[src/rtl/multi_cycle_control_pkg.sv]
// Shared definitions for the multi-cycle MIPS control unit: opcodes, ALU codes,
// FSM state encoding and trap causes.
package multi_cycle_control_pkg;

  localparam logic [5:0] OP_SPECIAL = 6'b000000;
  localparam logic [5:0] OP_J       = 6'b000010;
  localparam logic [5:0] OP_BEQ     = 6'b000100;
  localparam logic [5:0] OP_ADDI    = 6'b001000;
  localparam logic [5:0] OP_LW      = 6'b100011;
  localparam logic [5:0] OP_SW      = 6'b101011;

  localparam logic [2:0] ALU_NOP  = 3'b000;
  localparam logic [2:0] ALU_ADD  = 3'b010;
  localparam logic [2:0] ALU_SUB  = 3'b110;
  localparam logic [2:0] ALU_FNCT = 3'b111;

  typedef enum logic [3:0] {
    StIdle   = 4'd0,
    StFetch  = 4'd1,
    StDecode = 4'd2,
    StExecR  = 4'd3,
    StExecI  = 4'd4,
    StBranch = 4'd5,
    StJump   = 4'd6,
    StMemRd  = 4'd7,
    StMemWr  = 4'd8,
    StWbR    = 4'd9,
    StWbI    = 4'd10,
    StWbMem  = 4'd11,
    StTrap   = 4'd12
  } state_e;

  typedef enum logic [1:0] {
    CauseNone    = 2'b00,
    CauseIllegal = 2'b01,
    CauseTimeout = 2'b10
  } trap_cause_e;

  // States that wait on the memory handshake and therefore ignore Stall.
  function automatic logic is_mem_state(state_e s);
    return (s == StFetch) || (s == StMemRd) || (s == StMemWr);
  endfunction

  function automatic logic is_stallable(state_e s);
    return (s == StDecode) || (s == StExecR) || (s == StExecI) || (s == StBranch) ||
           (s == StJump) || (s == StWbR) || (s == StWbI) || (s == StWbMem);
  endfunction

endpackage

[src/rtl/multi_cycle_control_timeout.sv]
// Memory wait counter: counts cycles without MemAck since the last clear and flags
// the cycle whose miss would bring the count to TIMEOUT.
module mem_timeout_counter #(
  parameter int unsigned TIMEOUT = 15
) (
  input  logic clk,
  input  logic rst_n,
  input  logic clear,
  input  logic count,
  output logic expired
);

  localparam int unsigned CntW = $clog2(TIMEOUT + 1);
  localparam logic [CntW-1:0] Last = CntW'(TIMEOUT - 1);
  localparam logic [CntW-1:0] Full = CntW'(TIMEOUT);

  logic [CntW-1:0] cnt_q, cnt_d;

  // A miss in this cycle while TIMEOUT-1 misses are already recorded is the TIMEOUT-th miss.
  assign expired = count && (cnt_q == Last);

  always_comb begin
    cnt_d = cnt_q;
    if (clear) begin
      cnt_d = '0;
    end else if (count && (cnt_q != Full)) begin
      cnt_d = cnt_q + 1'b1;
    end
  end

  always_ff @(posedge clk or negedge rst_n) begin
    if (!rst_n) begin
      cnt_q <= '0;
    end else begin
      cnt_q <= cnt_d;
    end
  end

endmodule

[src/rtl/multi_cycle_control.sv]
// Moore control FSM for the multi-cycle MIPS datapath: fetch/decode/execute/memory/
// write-back sequencing with a memory handshake timeout and a sticky trap.
module multi_cycle_control
  import multi_cycle_control_pkg::*;
#(
  parameter int unsigned OP_W     = 6,
  parameter int unsigned ALU_OP_W = 3,
  parameter int unsigned TIMEOUT  = 15
) (
  input  logic                clk,
  input  logic                rst_n,
  input  logic [OP_W-1:0]     Op,
  input  logic                MemAck,
  input  logic                Stall,
  output logic                MemReq,
  output logic                IorD,
  output logic                ReadMem,
  output logic                WriteMem,
  output logic                IRWrite,
  output logic                PCWrite,
  output logic                PCWriteCond,
  output logic [1:0]          PCSrc,
  output logic                ALUSrcA,
  output logic [1:0]          ALUSrcB,
  output logic [ALU_OP_W-1:0] ALU_Op,
  output logic                WriteReg,
  output logic                MemToReg,
  output logic                DstReg,
  output logic                InstrDone,
  output logic                Trap,
  output logic [1:0]          TrapCause
);

  state_e      state_q, state_d;
  trap_cause_e cause_q, cause_d;
  logic        cnt_clear, cnt_count, cnt_expired;
  logic        is_special, is_beq, is_addi, is_lw, is_sw, is_j;

  assign is_special = (Op == OP_W'(OP_SPECIAL));
  assign is_beq     = (Op == OP_W'(OP_BEQ));
  assign is_addi    = (Op == OP_W'(OP_ADDI));
  assign is_lw      = (Op == OP_W'(OP_LW));
  assign is_sw      = (Op == OP_W'(OP_SW));
  assign is_j       = (Op == OP_W'(OP_J));

  assign cnt_count = is_mem_state(state_q) && !MemAck;
  // Memory states are only ever entered from a different state, so any transition clears.
  assign cnt_clear = (state_d != state_q);

  mem_timeout_counter #(
    .TIMEOUT (TIMEOUT)
  ) u_timeout (
    .clk     (clk),
    .rst_n   (rst_n),
    .clear   (cnt_clear),
    .count   (cnt_count),
    .expired (cnt_expired)
  );

  assign Trap      = (state_q == StTrap);
  assign TrapCause = cause_q;

  always_comb begin
    state_d     = state_q;
    cause_d     = cause_q;
    MemReq      = 1'b0;
    IorD        = 1'b0;
    ReadMem     = 1'b0;
    WriteMem    = 1'b0;
    IRWrite     = 1'b0;
    PCWrite     = 1'b0;
    PCWriteCond = 1'b0;
    PCSrc       = 2'b00;
    ALUSrcA     = 1'b0;
    ALUSrcB     = 2'b00;
    ALU_Op      = ALU_OP_W'(ALU_NOP);
    WriteReg    = 1'b0;
    MemToReg    = 1'b0;
    DstReg      = 1'b0;
    InstrDone   = 1'b0;

    case (state_q)
      StIdle: state_d = StFetch;
      StFetch: begin
        MemReq  = 1'b1;
        ReadMem = 1'b1;
        ALUSrcB = 2'b01;
        ALU_Op  = ALU_OP_W'(ALU_ADD);
        if (MemAck) begin
          IRWrite = 1'b1;
          PCWrite = 1'b1;
          state_d = StDecode;
        end else if (cnt_expired) begin
          state_d = StTrap;
          cause_d = CauseTimeout;
        end
      end
      StDecode: begin
        ALUSrcB = 2'b11;
        ALU_Op  = ALU_OP_W'(ALU_ADD);
        if (is_special)                  state_d = StExecR;
        else if (is_addi || is_lw || is_sw) state_d = StExecI;
        else if (is_beq)                 state_d = StBranch;
        else if (is_j)                   state_d = StJump;
        else begin
          state_d = StTrap;
          cause_d = CauseIllegal;
        end
      end
      StExecR: begin
        ALUSrcA = 1'b1;
        ALU_Op  = ALU_OP_W'(ALU_FNCT);
        state_d = StWbR;
      end
      StExecI: begin
        ALUSrcA = 1'b1;
        ALUSrcB = 2'b10;
        ALU_Op  = ALU_OP_W'(ALU_ADD);
        if (is_addi)    state_d = StWbI;
        else if (is_lw) state_d = StMemRd;
        else if (is_sw) state_d = StMemWr;
        else begin
          state_d = StTrap;
          cause_d = CauseIllegal;
        end
      end
      StBranch: begin
        ALUSrcA     = 1'b1;
        ALU_Op      = ALU_OP_W'(ALU_SUB);
        PCWriteCond = 1'b1;
        PCSrc       = 2'b01;
        InstrDone   = 1'b1;
        state_d     = StFetch;
      end
      StJump: begin
        PCWrite   = 1'b1;
        PCSrc     = 2'b10;
        InstrDone = 1'b1;
        state_d   = StFetch;
      end
      StMemRd: begin
        MemReq  = 1'b1;
        ReadMem = 1'b1;
        IorD    = 1'b1;
        if (MemAck) begin
          state_d = StWbMem;
        end else if (cnt_expired) begin
          state_d = StTrap;
          cause_d = CauseTimeout;
        end
      end
      StMemWr: begin
        MemReq   = 1'b1;
        WriteMem = 1'b1;
        IorD     = 1'b1;
        if (MemAck) begin
          InstrDone = 1'b1;
          state_d   = StFetch;
        end else if (cnt_expired) begin
          state_d = StTrap;
          cause_d = CauseTimeout;
        end
      end
      StWbR: begin
        WriteReg  = 1'b1;
        DstReg    = 1'b1;
        InstrDone = 1'b1;
        state_d   = StFetch;
      end
      StWbI: begin
        WriteReg  = 1'b1;
        InstrDone = 1'b1;
        state_d   = StFetch;
      end
      StWbMem: begin
        WriteReg  = 1'b1;
        MemToReg  = 1'b1;
        InstrDone = 1'b1;
        state_d   = StFetch;
      end
      StTrap: state_d = StTrap;
      default: state_d = StIdle;
    endcase

    // Stall freezes the FSM and suppresses architectural updates; selects stay put.
    if (Stall && is_stallable(state_q)) begin
      state_d     = state_q;
      cause_d     = cause_q;
      WriteReg    = 1'b0;
      PCWrite     = 1'b0;
      PCWriteCond = 1'b0;
      InstrDone   = 1'b0;
    end
  end

  always_ff @(posedge clk or negedge rst_n) begin
    if (!rst_n) begin
      state_q <= StIdle;
      cause_q <= CauseNone;
    end else begin
      state_q <= state_d;
      cause_q <= cause_d;
    end
  end

endmodule

[config.mk]
export PLATFORM = sky130hd
export DESIGN_NAME = multi_cycle_control
export DESIGN_NICKNAME = d
export VERILOG_FILES = /design/src/rtl/multi_cycle_control_pkg.sv /design/src/rtl/multi_cycle_control_timeout.sv /design/src/rtl/multi_cycle_control.sv
export SDC_FILE = /design/constraint.sdc
export NUM_CORES = 1
export LEC_CHECK = 0
export ABC_AREA = 1
export CAP_MARGIN = 20
export CORE_MARGIN = 2
export CORE_UTILIZATION = 48
export CTS_BUF_LIST = sky130_fd_sc_hd__clkbuf_8 sky130_fd_sc_hd__clkbuf_16
export DETAILED_ROUTE_END_ITERATION = 16
export GPL_ROUTABILITY_DRIVEN = 0
export MAX_ROUTING_LAYER = met4
export PLACE_DENSITY = 0.8
export REMOVE_ABC_BUFFERS = 1
export SLEW_MARGIN = 20
export SYNTH_ARGS = -nofsm -noshare
export SYNTH_HDL_FRONTEND = slang
export SYNTH_HIERARCHICAL = 1
export SYNTH_SLANG_ARGS = --single-unit
[constraint.sdc]
create_clock -name clk -period 3.2 [get_ports clk]
set_input_delay 0.64 -clock clk [delete_from_list [all_inputs] [get_ports clk]]
set_output_delay 0.64 -clock clk [all_outputs]
set_load 0.03 [all_outputs]
### Word-level counts from Yosys, hierarchy flattened

Cells that the tools add are included.

| storage, ports and cells | value |
|---|---|
| memories | 0 |
| RAM bits | 0 |
| register bits | 10 |
| output and inout port bits | 22 |
| bits in latches | 0 |
| input port bits | 10 |
| word-level logic and storage cells | 108 |
| memory bits (read-only) | 0 |

| cells by class | value |
|---|---|
| multiply operators | 0 |
| add/subtract/negate cells | 1 |
| order comparisons | 0 |
| shifts and indexed selects | 0 |
| bitwise operators | 1 |
| reductions and logical operators | 29 |
| equal/unequal tests | 29 |
| mux-type cells | 45 |
| divide/modulo/power cells | 0 |

Operators by type and width:

| cell | number |
|---|---|
| 2-to-1 mux 4 bit | 13 |
| one-hot mux 4 bit (8 select lines) | 1 |
| == test 4 bit, second input constant | 6 |
| 2-to-1 mux 2 bit | 9 |
| == test 4 x 3 -> 1 bit, second input constant | 4 |
| != test 2 bit, second input constant | 8 |
| 2-to-1 mux 1 bit | 15 |
| == test 6 bit, second input constant | 2 |
| one-hot mux 2 bit (3 select lines) | 2 |
| OR reduction 3 bit | 4 |
| logical OR 1 bit | 11 |
| AND reduction 11 bit | 1 |
| one-hot mux 3 bit (3 select lines) | 1 |
| == test 4 x 2 -> 1 bit, second input constant | 2 |
| == test 6 x 2 -> 1 bit, second input constant | 1 |
| == test 6 x 3 -> 1 bit, second input constant | 1 |
| == test 6 x 4 -> 1 bit, second input constant | 1 |
| logical NOT 6 bit | 1 |
| OR reduction 6 bit | 1 |
| OR reduction 5 bit | 1 |
| adder 4 x 1 -> 4 bit, second input constant | 1 |
| == test 4 x 1 -> 1 bit, second input constant | 1 |
| logical AND 1 bit | 4 |
| logical NOT 4 bit | 1 |
| 11 further kinds | 13 |

### Logic depth before layout (Yosys ltp)

| depth | value |
|---|---|
| word-level depth | 12 |
| depth in mapped cells | 23 |
| gate-level depth less buffers | 23 |

### Cells and area by module

Netlist, hierarchy kept.

Modules (own cells, without submodules):

| module | sequential area each (um^2) | cells each | times used | area an instance (um^2) |
|---|---|---|---|---|
| multi_cycle_control | 150.1 | 176 | 1 | 917.1 |
| mem_timeout_counter | 100.1 | 33 | 1 | 246.5 |

### Worst setup path before layout

OpenSTA, ideal clock, no wires.

| timing path | value |
|---|---|
| path kind | register -> register |
| from | reg state_q[0] |
| to | reg u_timeout.cnt_q[1] |
| buffers on the path | 0 |
| setup time | 117 ps |
| data arrival time | 2486 ps |
| data required time | 3083 ps |
| period minus slack after synthesis | 2602 ps |
| stages on the path, launching flop included | 21 |
| setup slack | 598 ps |
| path through | dfrtp_1 nor2_1 nand3_1 nand3_2 nand2_1 inv_1 nand2_1 nor2_1 nor2_1 o21ai_0 nand2_1 nor2_1 nand2_1 nand3_1 nand2_1 nor2_1 nand2_1 inv_1 nand2_2 nand2_1 nand2_1 |

| on the way | value |
|---|---|
| elaborated cells between the ends (all ways) | 36 |

RTL lines:

| item | RTL line | RTL |
|---|---|---|
| from (decl) | multi_cycle_control.sv:34 | `state_e state_q, state_d;` |
| from (signal assigned) | multi_cycle_control.sv:198 | `state_q <= StIdle;` |
| from (signal assigned) | multi_cycle_control.sv:201 | `state_q <= state_d;` |
| == test 4 x 1 -> 1 bit or == test 4 x 3 -> 1 bit (tied branches) | multi_cycle_control_pkg.sv:41 | `return (s == StFetch) \|\| (s == StMemRd) \|\| (s == StMemWr);` |
| logical OR 1 bit | multi_cycle_control_pkg.sv:41 |  |
| logical OR 1 bit (*) | multi_cycle_control_pkg.sv:41 |  |
| logical AND 1 bit (*) | multi_cycle_control.sv:46 | `assign cnt_count = is_mem_state(state_q) && !MemAck;` |
| net cnt_count | multi_cycle_control.sv:36 | `logic cnt_clear, cnt_count, cnt_expired;` |
| logical AND 1 bit (*) | multi_cycle_control_timeout.sv:20 | `assign expired = count && (cnt_q == Last);` |
| net cnt_expired | multi_cycle_control.sv:36 |  |
| 2-to-1 mux 4 bit (*) | multi_cycle_control.sv:93, multi_cycle_control.sv:147, multi_cycle_control.sv:159 |  |
| 2-to-1 mux 4 bit, on equally long branches | multi_cycle_control.sv:156, multi_cycle_control.sv:89, multi_cycle_control.sv:145 |  |
| one-hot mux 4 bit (8 select lines) (*) | multi_cycle_control.sv:82 | `case (state_q)` |
| 2-to-1 mux 4 bit (*) | multi_cycle_control.sv:186 | `if (Stall && is_stallable(state_q)) begin` |
| != test 4 bit (*) | multi_cycle_control.sv:48 | `assign cnt_clear = (state_d != state_q);` |
| net cnt_clear | multi_cycle_control.sv:36 |  |
| 2-to-1 mux 4 bit or nonzero test 2 bit (tied branches) | -- |  |
| to (signal assigned) | multi_cycle_control_timeout.sv:35 | `cnt_q <= cnt_d;` |
| to (decl) | multi_cycle_control_timeout.sv:17 | `logic [CntW-1:0] cnt_q, cnt_d;` |

The timed path passes the listed nets; every way through them passes the cells marked *.
A chain may end at the register's enable or synchronous reset.

### Final worst setup path

| timing path | value |
|---|---|
| from | reg state_q[3] |
| to | out WriteReg |

| on the way | value |
|---|---|
| longest elaborated chain between the ends | 10 |
| elaborated cells between the ends (all ways) | 19 |

Ends and longest elaborated chain:

| item | RTL line | RTL |
|---|---|---|
| == test 4 x 2 -> 1 bit | multi_cycle_control_pkg.sv:45 | `return (s == StDecode) \|\| (s == StExecR) \|\| (s == StExecI) \|\| (s == StBranch) \|\|` |
| logical OR 1 bit (4 in series) | multi_cycle_control_pkg.sv:45 |  |
| logical OR 1 bit (3 in series) | multi_cycle_control_pkg.sv:46 | `(s == StJump) \|\| (s == StWbR) \|\| (s == StWbI) \|\| (s == StWbMem);` |
| logical AND 1 bit | multi_cycle_control.sv:186 |  |
| 2-to-1 mux 1 bit (*) | multi_cycle_control.sv:186 |  |
| to (decl) | multi_cycle_control.sv:26 | `output logic WriteReg,` |

Mark *: on every way between the ends. The rest lies on a longest branch, timed or not.

==> qor.csv <==
stage,metric,value,unit
outcome,status,finished clean,
placed_design,hpwl dp,2850,microns
detailed_routing,1st-pass router iterations,4,
synth,xor/xnor share of the synthesized area,0.00753,
detailed_routing,Via density,5.46,
die,FP Rows,17,
global_routing,vias in the first global route,1318,
die,Die X,53.2,microns
sta,Final period util,0.941,
synth,number of flops mapped to enable cells by yosys,0,
sta,relative slew slack,0.702,
cts,CTS tree,built,
setup_path,RR Startpoint,state_q[0],
pwr,Int Pwr,730,uW
sta,Fmax,0.332,GHz
pwr,Pwr Density,1110,nW/um^2
detailed_routing,drt total wl,3560,microns
setup_path,critical setup path kind,flop to primary output,
detailed_routing,Antenna Nets Post-Route,0,
setup_path,CP startpoint,state_q[3],
cts,Max Root-Sink Buffers,2,
synth,top-area cell type share of the netlist area,0.215,
synth,ys async rst share,1.00,
synth,"Cell Area, Synth",1160,sq um
cells_and_area,final core utilization,0.690,
die,Ports,32,
die,Die Area,2830,sq um
die,Core ar.,2250,sq um
synth,"area leader, netlist",dfrtp_1,
detailed_routing,# DRC,0,
detailed_routing,via count,1474,
sta,Worst Max-Slew Pin Slew,0.446,ns
synth,top area cells in the synthesized netlist,"dfrtp_1 22%, nand2_1 21%, nor2_1 11%",
sta,Tmin final,3.01,ns
cells_and_area,fin area,1560,sq um
global_routing,total gr overflow,0,
placed_design,IO Port Bufs,31,
cts,clock-pin slew on the worst setup and hold paths,0.05,ns
sta,final hold vios,0,
setup_path,crit start category,flop,
global_routing,total track usage,0.285,
pwr,part of the power in registers,0.140,
global_routing,first-pass GRT wire length,5720,microns
synth,mean post-synth cell area,5.57,sq um
cts,cts bufs inserted,3,
die,Starting Density,0.516,
cts,Root Buffer,clkbuf_8,
synth,main combinational cell family by area after synthesis,simple AND/OR/NAND/NOR gates,
cts,clk_lat worst skew,0.24,ns
setup_path,worst path arrival time,2.37,ns
pwr,net switching fraction of the power,0.579,
detailed_routing,wire per inst,13.2,microns
synth,post-synthesis simple-gate area fraction,0.557,
synth,sequential area share after synthesis,0.215,
die,Die Ht,53.2,microns
sta,unrepaired setup endpoints after global routing,false,
cts,clk sinks,10,
synth,post-synthesis mux area share,0,
sta,clock skew,0.00240,ns
placed_design,dpl cell area,1490,sq um
setup_path,crit end category,primary output,
pwr,Peak VDD IR,0.000798,V
pwr,Gate power share,0.770,
synth,post-synthesis adder-cell area fraction,0.0215,
synth,Synth Area in Compound Gates,0.0914,
pwr,Sw Pwr,1000,uW
sta,Slew Limit Fails,0,
synth,Synth cell types,22,
cells_and_area,layout cells sized above 1,0.0992,
cts,H-tree levels,1,
cells_and_area,fillcell total,216,
pwr,Leakage,0.000920,uW
synth,ys flop type,dfrtp_1,
hold_path,worst hold path class,flop to flop,
global_routing,largest net degree at the start of global routing,20,
cells_and_area,n_diodes,0,
sta,Setup Total Neg Slack,0,ns
synth,Gate Count Post-Synth,209,
pwr,Clk pwr share,0.090,
synth,synth warn,6,
pwr,total power,1730,uW
setup_path,Required @ worst endpoint,2.56,ns
setup_path,Critical Path Fanout Max,19,
job,max capacitance violation total,0,
sta,Fin Hold WS,0.535,ns
cells_and_area,fin nets,255,
detailed_routing,Initial DRC Count,108,
global_routing,initial antenna violation count,0,
sta,Final setup viols,0,
synth,Synth Register Bits,10,
cells_and_area,area grow syn2layout,33.8,%
hold_path,Hold Startpoint,TrapCause[1],
worst paths after layout:
path | end | slack, ns | depth (start not counted)
hold / removal | TrapCause[1] | 0.54 | 2
max in group asynchronous | u_timeout/cnt_q[0] | 2.18 | 1
hold reg to reg | TrapCause[1] | 0.54 | 2
min in group asynchronous | u_timeout/cnt_q[2] | 0.72 | 1
setup reg to reg | u_timeout/cnt_q[3] | 0.24 | 22
setup / recovery | WriteReg | 0.19 | 9
repair_timing:
| action | CTS | global route |
|---|---|---|
| setup endpoints to repair | 0 | 7 |
| gates resized for setup | 0 | 3 |
| hold buffers | 0 | 0 |
| buffers inserted | 0 | 0 |
area by class of cell:
cell class / count / area (sq um) / area share
clock buffer: 4 / 55.1 / 0.0354
inverter: 29 / 110 / 0.0707
timing repair buffer: 31 / 315 / 0.203
sequential: 10 / 250 / 0.161
tap: 28 / 35.0 / 0.0225
multi-input combinational: 168 / 791 / 0.508
cell usage after synthesis, types with 3 or more instances:
| cell | count |
|---|---|
| inv_1 | 24 |
| dfrtp_1 | 10 |
| nor2_2 | 5 |
| nand4_1 | 7 |
| nand3_1 | 20 |
| nand2_2 | 3 |
| a21oi_1 | 8 |
| inv_2 | 4 |
| nor2_1 | 35 |
| nand2_1 | 66 |
| o21ai_0 | 10 |
| nand3_2 | 3 |
state kept, by name, summed over array words and instances, names as in the netlist:
register	cells
state_q	4
u_timeout/cnt_q	4
TrapCause	2
metal layers:
layer	track usage	part of all wire	up-vias
met5	-	0	-
met4	0.145	0.043	0
met3	0.0565	0.085	20
met2	0.447	0.47	85
met1	0.346	0.40	637
li1	-	-	732
stage by stage:
step | cells | worst slack (ns)
global route | 270 | 0.00283
global placement | 266 | 0.248
floorplan | 207 | 0.597
finish | 270 | 0.189
CTS | 270 | 0.0479
detailed placement | 266 | 0.0858
worst max-delay path: stages (launching register included):
cell	delay, ns
dfrtp_1	0.52
inv_2	0.12
nand2_1	0.15
nor2_1	0.09
nor2_2	0.16
nand3_2	0.11
nand2_4	0.19
nand2_1	0.07
inv_1	0.06
clkdlybuf4s50_1	0.66
power by group through the flow:
stage | sequential [uW] | combinational, uW | clock [uW]
global route | 248 | 1440 | 170
finish | 243 | 1330 | 157
floorplan | 235 | 889 | 0
global placement | 237 | 1270 | 0
CTS | 237 | 1320 | 161
detailed placement | 240 | 1310 | 0
kinds of logic after synthesis:
kind of cell / after synthesis
AND/OR/NAND/NOR: 144
flip-flops: 10
adder cells (fa/ha/maj): 2
AO/OA/AOI/OAI: 21
buffers and inverters: 31
XOR/XNOR: 1
layout by cell type (no fill, tap or decap), drive strengths merged:
cell           Yosys  layout
nand2             70      70
nor2              42      42
clkdlybuf4s50      0      29
inv               28      28
nand3             23      23
o21ai             12      12
dfrtp             10      10
a21oi              8       8
nand4              7       7
clkbuf             0       4
dlymetal6s2s       0       2
ha                 2       2
nor3               1       1
a31oi              1       1
or2                1       1
clkinv             1       1
xor2               1       1
(Power assumes the default switching activity.)
